`config.mk`:
```
export PLATFORM = sky130hd
export DESIGN_NAME = rysy_fetch_arb
export DESIGN_NICKNAME = d
export VERILOG_FILES = /design/src/rtl/rysy_pkg.sv /design/src/rtl/rysy_fifo.sv /design/src/rtl/rysy_fetch_arb.sv
export SDC_FILE = /design/constraint.sdc
export NUM_CORES = 1
export LEC_CHECK = 0
export CORE_MARGIN = 10
export CORE_UTILIZATION = 55
export DETAILED_ROUTE_END_ITERATION = 6
export PLACE_DENSITY_LB_ADDON = 0.08
export SYNTH_ARGS = -nofsm -noshare
export SYNTH_HDL_FRONTEND = slang
export SYNTH_SLANG_ARGS = --single-unit
```
`constraint.sdc`:
```
create_clock -name clk -period 5.15 [get_ports clk]
set_input_delay 1.545 -clock clk [delete_from_list [all_inputs] [get_ports clk]]
set_output_delay 1.545 -clock clk [all_outputs]
set_load 0.005 [all_outputs]
```
`src/rtl/rysy_pkg.sv`:
```
// Shared constants for the rysy core: register width, byte-enable patterns and
// instruction alignment.
package rysy_pkg;

    localparam int REG_LEN = 32;

    localparam logic [3:0] BE_FULL = 4'b1111;
    localparam logic [3:0] BE_NONE = 4'b0000;

    // Instructions are word aligned; this many low address bits are always zero.
    localparam int INST_ALIGN_BITS = 2;

endpackage

```
`src/rtl/rysy_fifo.sv`:
```
// Synchronous first-word-fall-through FIFO with flush and occupancy output.
// DEPTH must be a power of two so the pointers wrap on their own.
module rysy_fifo #(
    parameter  int WIDTH = 64,
    parameter  int DEPTH = 4,
    localparam int PW    = $clog2(DEPTH),
    localparam int OW    = $clog2(DEPTH + 1)
) (
    input  logic             clk,
    input  logic             rst,
    input  logic             flush_i,
    input  logic             push_i,
    input  logic [WIDTH-1:0] data_i,
    input  logic             pop_i,
    output logic [WIDTH-1:0] head_o,
    output logic             valid_o,
    output logic [OW-1:0]    occ_o
);

    logic [WIDTH-1:0] mem_q [DEPTH];
    logic [PW-1:0]    wr_ptr_q;
    logic [PW-1:0]    rd_ptr_q;
    logic [OW-1:0]    occ_q;
    logic [OW-1:0]    occ_d;
    logic             do_push;
    logic             do_pop;

    assign valid_o = (occ_q != '0);
    assign head_o  = mem_q[rd_ptr_q];
    assign occ_o   = occ_q;
    assign do_push = push_i && !flush_i;
    assign do_pop  = pop_i && valid_o && !flush_i;

    // NOTE: a combinational block assigns every output a default first so no path can infer a latch.
    always_comb begin
        occ_d = occ_q;
        if (flush_i) begin
            occ_d = '0;
        end else if (do_push && !do_pop) begin
            occ_d = occ_q + OW'(1);
        end else if (do_pop && !do_push) begin
            occ_d = occ_q - OW'(1);
        end
    end

    // NOTE: the storage array is deliberately not reset; only pointers and occupancy are, and nothing reads an empty slot.
    always_ff @(posedge clk) begin
        if (do_push) begin
            mem_q[wr_ptr_q] <= data_i;
        end
    end

    // NOTE: sequential state uses non-blocking assignments so every register samples pre-edge values.
    always_ff @(posedge clk) begin
        if (rst) begin
            wr_ptr_q <= '0;
            rd_ptr_q <= '0;
            occ_q    <= '0;
        end else begin
            occ_q <= occ_d;
            if (flush_i) begin
                wr_ptr_q <= '0;
                rd_ptr_q <= '0;
            end else begin
                if (do_push) wr_ptr_q <= wr_ptr_q + PW'(1);
                if (do_pop)  rd_ptr_q <= rd_ptr_q + PW'(1);
            end
        end
    end

    // The fetch throttle guarantees a free slot for every response it expects.
    always_ff @(posedge clk) begin
        if (!rst && do_push) begin
            assert (occ_q != OW'(DEPTH));
        end
    end

endmodule

```
`src/rtl/rysy_fetch_arb.sv`:
```
// Instruction prefetch and memory-port arbiter: data accesses win the single
// memory port, sequential fetch fills a prefetch queue whenever it can.
module rysy_fetch_arb
    import rysy_pkg::*;
#(
    parameter int             XLEN     = REG_LEN,
    parameter int             DEPTH    = 4,
    parameter logic [XLEN-1:0] RESET_PC = '0
) (
    input  logic            clk,
    input  logic            rst,
    input  logic            redirect,
    input  logic [XLEN-1:0] redirect_pc,
    output logic            inst_valid,
    output logic [XLEN-1:0] inst,
    output logic [XLEN-1:0] inst_pc,
    input  logic            inst_ready,
    input  logic            dreq,
    input  logic            dwe,
    input  logic [3:0]      dbe,
    input  logic [XLEN-1:0] daddr,
    input  logic [XLEN-1:0] dwdata,
    output logic            dgnt,
    output logic            drvalid,
    output logic [XLEN-1:0] drdata,
    output logic [XLEN-1:0] addr,
    output logic            we,
    output logic [3:0]      be,
    output logic [XLEN-1:0] wdata,
    input  logic [XLEN-1:0] rdata
);

    localparam int              OW         = $clog2(DEPTH + 1);
    localparam logic [XLEN-1:0] ALIGN_MASK = {XLEN{1'b1}} << INST_ALIGN_BITS;

    logic [XLEN-1:0]   fetch_pc_q;
    logic [XLEN-1:0]   fetch_pc_d;
    logic [XLEN-1:0]   infl_pc_q;
    logic              infl_q;
    logic              drop_q;
    logic              dresp_q;
    logic              data_gnt;
    logic              fetch_go;
    logic              push;
    logic [OW-1:0]     occ;
    logic [OW:0]       pending;
    logic [2*XLEN-1:0] head;
    logic              head_valid;

    assign data_gnt = dreq && !rst;
    assign pending  = {1'b0, occ} + {{OW{1'b0}}, infl_q};
    // Counting the outstanding fetch reserves a queue slot for its response.
    assign fetch_go = !rst && !dreq && (pending < (OW+1)'(DEPTH));
    assign push     = infl_q && !drop_q && !redirect && !rst;

    rysy_fifo #(
        .WIDTH (2 * XLEN),
        .DEPTH (DEPTH)
    ) u_queue (
        .clk     (clk),
        .rst     (rst),
        .flush_i (redirect),
        .push_i  (push),
        .data_i  ({infl_pc_q, rdata}),
        .pop_i   (inst_ready),
        .head_o  (head),
        .valid_o (head_valid),
        .occ_o   (occ)
    );

    always_comb begin
        addr  = fetch_pc_q;
        we    = 1'b0;
        be    = BE_NONE;
        wdata = '0;
        if (data_gnt) begin
            addr  = daddr;
            we    = dwe;
            be    = dbe;
            wdata = dwdata;
        end else if (fetch_go) begin
            be = BE_FULL;
        end
    end

    always_comb begin
        fetch_pc_d = fetch_pc_q;
        if (redirect) begin
            fetch_pc_d = redirect_pc & ALIGN_MASK;
        end else if (fetch_go) begin
            fetch_pc_d = fetch_pc_q + XLEN'(4);
        end
    end

    always_ff @(posedge clk) begin
        if (rst) begin
            fetch_pc_q <= RESET_PC;
            infl_pc_q  <= '0;
            infl_q     <= 1'b0;
            drop_q     <= 1'b0;
            dresp_q    <= 1'b0;
        end else begin
            fetch_pc_q <= fetch_pc_d;
            infl_q     <= fetch_go;
            // A fetch issued alongside a redirect fetched the old stream.
            drop_q     <= fetch_go && redirect;
            dresp_q    <= data_gnt && !dwe;
            if (fetch_go) infl_pc_q <= fetch_pc_q;
        end
    end

    assign dgnt       = data_gnt;
    assign drvalid    = dresp_q;
    assign drdata     = dresp_q ? rdata : '0;
    assign inst_valid = head_valid;
    assign inst       = head_valid ? head[XLEN-1:0] : '0;
    assign inst_pc    = head_valid ? head[2*XLEN-1:XLEN] : '0;

endmodule

```
## Yosys cells after proc, flatten, opt, wreduce, memory -nomap -nowiden

Memory sizes are Yosys's and may differ from the RTL's. A register that Yosys moved wholly into a read port is not among the register bits.
Index checks and enable logic that the tools add are counted.
W data, S select, Z words.

- $add $sub $neg: 6
- $lt $le $gt $ge: 1
- Reductions and logical operators: 24
- Muxes and demuxes: 16

Operator list:

| cell | number |
|---|---|
| $mux W32 | 7 |
| $add A32 B3 Y32 const B | 1 |
| $logic_and A1 B1 Y1 | 13 |
| $mux W4 | 2 |
| $logic_not A1 Y1 | 7 |
| $mux W3 | 2 |
| $add A2 B1 Y2 const B | 2 |
| $add A3 B1 Y4 | 1 |
| $lt A4 B3 Y1 const B | 1 |
| $mux W2 | 2 |
| $reduce_bool A2 Y1 | 2 |
| $add A3 B1 Y3 const B | 1 |
| $mux W1 | 3 |
| $reduce_bool A3 Y1 | 1 |
| $sub A3 B1 Y3 const B | 1 |
| $reduce_or A2 Y1 | 1 |

- Output and inout bits: 168
- Register bits after elaboration: 74
- Logic and storage cells: 57
- Memories kept: 1
- Bits of input ports: 138
- RAM bits: 256

Memory list:

| name | words | bits a word | read ports | clocked after Yosys merged registers in | write ports | RTL line | text |
|---|---|---|---|---|---|---|---|
| u_queue.mem_q | 4 | 64 | 1 | 1 | 1 | rysy_fifo.sv:20 | `logic [WIDTH-1:0] mem_q [DEPTH];` |

## Logic depth before layout (Yosys ltp)

- Depth in word-level cells: 9
- Gate-level depth with buffers: 10
- Depth with buffers taken out: 8

## By module

From an unflattened synthesis, not the netlist that was laid out.

- Cell total of the unflattened synthesis: 950
- Area, all modules: 14072.2 um^2

By module, submodules not included:

| module | cells an instance | sequential area each (um^2) | times used | area an instance (um^2) |
|---|---|---|---|---|
| rysy_fifo | 380 | 7867.5 | 1 | 9760.6 |
| rysy_fetch_arb | 570 | 1261.2 | 1 | 4311.6 |

## Worst setup path after synthesis

OpenSTA, ideal clock, no wires.

- Path type: input to output
- From: input port rst
- To: output port addr[16]
- Cell stages on the path: 5
- Path slack: 0.782 ns
- Arrival: 2.823 ns
- Path buffers: 3
- Path through: buf_6 nor2b_1 clkbuf_1 clkbuf_1 mux2_2

- Cells in the longest elaborated chain, start to end: 3

RTL lines:

| what | RTL line | text |
|---|---|---|
| start: declaration | rysy_fetch_arb.sv:11 | `input logic rst,` |
| $logic_not A1 Y1 | n/a |  |
| $logic_and A1 B1 Y1 | rysy_fetch_arb.sv:50 | `assign data_gnt = dreq && !rst;` |
| $mux W32 | rysy_fetch_arb.sv:76 | `if (data_gnt) begin` |
| end: declaration | rysy_fetch_arb.sv:26 | `output logic [XLEN-1:0] addr,` |

Every way passes these cells.

## Worst setup path in the final report

- From: input port dreq
- To: output port addr[10]

- Cells in the longest elaborated chain, start to end: 2

RTL lines:

| what | RTL line | text |
|---|---|---|
| start: declaration | rysy_fetch_arb.sv:18 | `input logic dreq,` |
| $logic_and A1 B1 Y1 | rysy_fetch_arb.sv:50 |  |
| $mux W32 | rysy_fetch_arb.sv:76 |  |

Every way passes these cells.

==> impl_summary.log <==
INFO  metric r2r-start = u_queue.occ_o[2]
INFO  metric cp-end-kind = primary output
INFO  metric yosysTopAreaCell = sky130_fd_sc_hd__edfxtp_1
INFO  metric switchingPower = 1.10 mW
INFO  metric min_period = 5.07 ns
INFO  metric firstDrtPassIters = 5
INFO  metric worst_hold_path_type = flop to flop
INFO  metric slew_violations = 0
INFO  metric netlist_top_cells_count = sky130_fd_sc_hd__edfxtp_1 (248), sky130_fd_sc_hd__and2_1 (134), sky130_fd_sc_hd__nand2_1 (84), sky130_fd_sc_hd__dfxtp_1 (72), sky130_fd_sc_hd__mux4_2 (62)
INFO  metric diodes_inserted = 0
INFO  metric die_area = 31,400 sq um
INFO  metric slew-limit-headroom = 0.397
INFO  metric worst_hold_launch = infl_pc_q[2]
INFO  metric layout-area-overhead-vs-synth = 32.3%
INFO  metric critical_path.max_fanout = 62
INFO  metric postCtsResizedCells = 0
INFO  metric root_buffer = sky130_fd_sc_hd__clkbuf_16
INFO  metric postSynth.asyncResetShare = 0
INFO  metric detail_route.drc_violations = 0
INFO  metric timing.critical_path.from_type = input port
INFO  metric post-synth-top-area-fraction = 0.548
INFO  metric fin_nets = 1,378
INFO  metric clockBufferDepth = 3
INFO  metric internal_power = 4.26 mW
INFO  metric synth-edff-count = 248
INFO  metric final_cell_area = 18,000 sq um
INFO  metric comb_power_share = 0.079
INFO  metric drive_gt1_frac = 0.134
INFO  metric globalRoute.totalOverflow = 0
INFO  metric cts_tree = done
INFO  metric critical_path_class = input port to primary output
INFO  metric place.gp.congestion = 0.853
INFO  metric wire_per_inst = 22.6 um
INFO  metric worst-r2r-cell-count = 8
INFO  metric worst_tran_pin_value = 0.904 ns
INFO  metric post_synth_inst_count = 942
INFO  metric p_leak = 6.06 nW
INFO  metric die-width = 177 um
INFO  metric path_clk_slew = 0.06 ns
INFO  metric finalSetupViolCount = 0
INFO  metric worst_hold_path.num_cells = 2
INFO  metric max_cap_violations = 0
INFO  metric ys_top_cells_by_area = sky130_fd_sc_hd__edfxtp_1 (55%), sky130_fd_sc_hd__dfxtp_1 (11%), sky130_fd_sc_hd__mux4_2 (10%)
INFO  metric total_power_density_per_cell_area = 298 nW/um^2
INFO  metric port_buffers = 301
INFO  metric finalCritPeriodShare = 0.985
INFO  metric fmax = 197 MHz
INFO  metric swShare = 0.205
INFO  metric finalClockSkew = 0.0101 ns
INFO  metric post-cts-setup-buffer-count = 0
INFO  metric hpwl = 24,400 um
INFO  metric drtIter0Drc = 715
INFO  metric grt_setup_unrepaired = false
INFO  metric detail_route.wirelength = 35,700 um
INFO  metric clock_power_share = 0.387
INFO  metric routed-via-count = 9,040
INFO  metric power_frac_seq = 0.533
INFO  metric critPathArrivalTime = 3.53 ns
INFO  metric fp-row-count = 57
INFO  metric fin_setup_tns = 0 ns
INFO  metric drt.antenna.violating_nets = 0
INFO  metric cts_inserted_buffers = 30
INFO  metric final_hold_viol_count = 0
INFO  metric yosysMostFrequentCell = sky130_fd_sc_hd__edfxtp_1
INFO  metric synth_cell_types = 54
INFO  metric synthesis.yosys.warnings = 0
INFO  metric grt_antenna_before_repair = 0
INFO  metric grt_pass1_wl = 53,800 um
INFO  metric critical_path_required = 3.61 ns
INFO  metric sequential_fraction_of_the_synthesis_area = 0.654
INFO  metric design.portCount = 306
INFO  metric post_dp_cell_area = 17,000 sq um
INFO  metric clock_insertion_delay_worst_skew = 0.53 ns
INFO  metric cts_sinks = 320
INFO  metric fp.coreArea = 24,300 sq um
INFO  metric worst_setup_path_startpoint = dreq
INFO  metric track_usage = 0.221
INFO  metric synth.ff_latch_count = 320
INFO  metric grt_pass1_vias = 9,325
INFO  metric vias_per_cell = 5.72
INFO  metric ctsHoldBuffers = 0
INFO  metric floorplan.initialDensity = 0.559
INFO  metric grt_start_max_net_pins = 63
INFO  metric htree_num_levels = 1
INFO  metric max-vdd-ir-drop = 219 uV
INFO  metric outcome = complete, no violations
INFO  metric dominantRegCellSynth = sky130_fd_sc_hd__edfxtp_1
INFO  metric die_y = 177 um
INFO  metric synth.avg_cell_area = 14.4 sq um
INFO  metric combined_area_of_all_synthesized_cells = 13,600 sq um
## sequential cells by signal, indices dropped and copies added (netlist names), 2 cells and up, named ones only
| signal | cells |
|---|---|
| u_queue.mem_q | 248 |
| u_queue.wr_ptr_q | 2 |
| infl_pc_q | 30 |
| u_queue.rd_ptr_q | 2 |
| u_queue.occ_o | 3 |
| fetch_pc_q | 30 |
## placed cells by master, fill, tap and decap left out, types with 4 or more instances in the layout
master / count
sky130_fd_sc_hd__a211oi_1: 9
sky130_fd_sc_hd__mux4_2: 62
sky130_fd_sc_hd__xnor2_1: 6
sky130_fd_sc_hd__and3_1: 8
sky130_fd_sc_hd__a311oi_1: 14
sky130_fd_sc_hd__or3_1: 5
sky130_fd_sc_hd__and3_4: 4
sky130_fd_sc_hd__mux2_2: 27
sky130_fd_sc_hd__nor4_1: 8
sky130_fd_sc_hd__buf_12: 7
sky130_fd_sc_hd__inv_1: 11
sky130_fd_sc_hd__clkdlybuf4s50_1: 300
sky130_fd_sc_hd__nand3_1: 16
sky130_fd_sc_hd__edfxtp_1: 248
sky130_fd_sc_hd__clkbuf_1: 13
sky130_fd_sc_hd__o21ai_0: 12
sky130_fd_sc_hd__buf_4: 17
sky130_fd_sc_hd__or4_1: 7
sky130_fd_sc_hd__nand2_1: 84
sky130_fd_sc_hd__nor3_1: 6
sky130_fd_sc_hd__nor2_1: 36
sky130_fd_sc_hd__clkbuf_16: 31
sky130_fd_sc_hd__and2_1: 134
sky130_fd_sc_hd__nand4_1: 14
sky130_fd_sc_hd__o31ai_1: 7
sky130_fd_sc_hd__and4_1: 7
sky130_fd_sc_hd__clkinv_2: 6
sky130_fd_sc_hd__ha_1: 6
sky130_fd_sc_hd__a21oi_1: 32
sky130_fd_sc_hd__dfxtp_1: 70
sky130_fd_sc_hd__xor2_1: 6
## area by class of cell
type                            instances  area [sq um]
Sequential cell                       320          8900
Fill cell                            1613          6340
Multi-Input combinational cell        544          4420
Timing Repair Buffer                  325          3280
Clock buffer                           47           866
Tap cell                              324           405
Clock inverter                          9          67.6
Inverter                               12          45.0
## stage by stage
step,power (mW),hold WS (ns),worst slack (ns),utilization,cells
2_1_floorplan,3.05,0.459,0.782,-,943
3_3_place_gp,3.33,0.478,0.0894,0.701,1525
3_5_place_dp,3.34,0.486,0.0798,0.701,1525
4_1_cts,5.40,0.498,0.0689,0.739,1581
5_1_grt,5.53,0.527,0.0180,0.739,1581
6_report,5.36,0.499,0.0797,0.739,1581
## cells by family (layout without fill, tap and decap cells)
kind of cell | count (synthesis) | after routing | synth area share
AO/OA/AOI/OAI | 89 | 89 | 0.0439
XOR/XNOR | 12 | 12 | 0.00773
flip-flops | 320 | 320 | 0.654
AND/OR/NAND/NOR | 344 | 344 | 0.138
buffers and inverters | 79 | 393 | 0.0231
adder cells (fa/ha/maj) | 7 | 7 | 0.00700
multiplexers | 90 | 90 | 0.126
other | 1 | 2 | 0.000276
## worst max-delay path: stages
cell                              delay [ns]
sky130_fd_sc_hd__clkdlybuf4s50_1        0.60
sky130_fd_sc_hd__nor2b_4                0.26
sky130_fd_sc_hd__buf_12                 0.24
sky130_fd_sc_hd__mux2_2                 0.36
sky130_fd_sc_hd__clkdlybuf4s50_1        0.47
## final timing paths
path / slack [ns] / to
min reg2reg: 0.50 / infl_pc_q[2]
min: 0.50 / infl_pc_q[2]
max: 0.08 / addr[10]
max reg2reg: 2.32 / u_queue.occ_o[2]
## power by group through the flow
| stage | Combinational, mW | Clock (mW) | Sequential, mW |
|---|---|---|---|
| finish | 0.425 | 2.08 | 2.86 |
| global route | 0.458 | 2.21 | 2.86 |
| CTS | 0.430 | 2.11 | 2.86 |
| detailed placement | 0.426 | 0 | 2.91 |
| global placement | 0.421 | 0 | 2.91 |
| floorplan | 0.159 | 0 | 2.89 |
## metal layers
metal | share of wire | global-route usage | vias to the layer above | wire length (um)
li1 | - | - | 4127 | -
met1 | 0.39 | 0.265 | 4479 | 13800
met2 | 0.50 | 0.384 | 393 | 17900
met3 | 0.091 | 0.0634 | 41 | 3250
met4 | 0.019 | 0.0546 | 0 | 663
met5 | 0 | 0 | - | 0
Power figures use the tool's default switching activity.
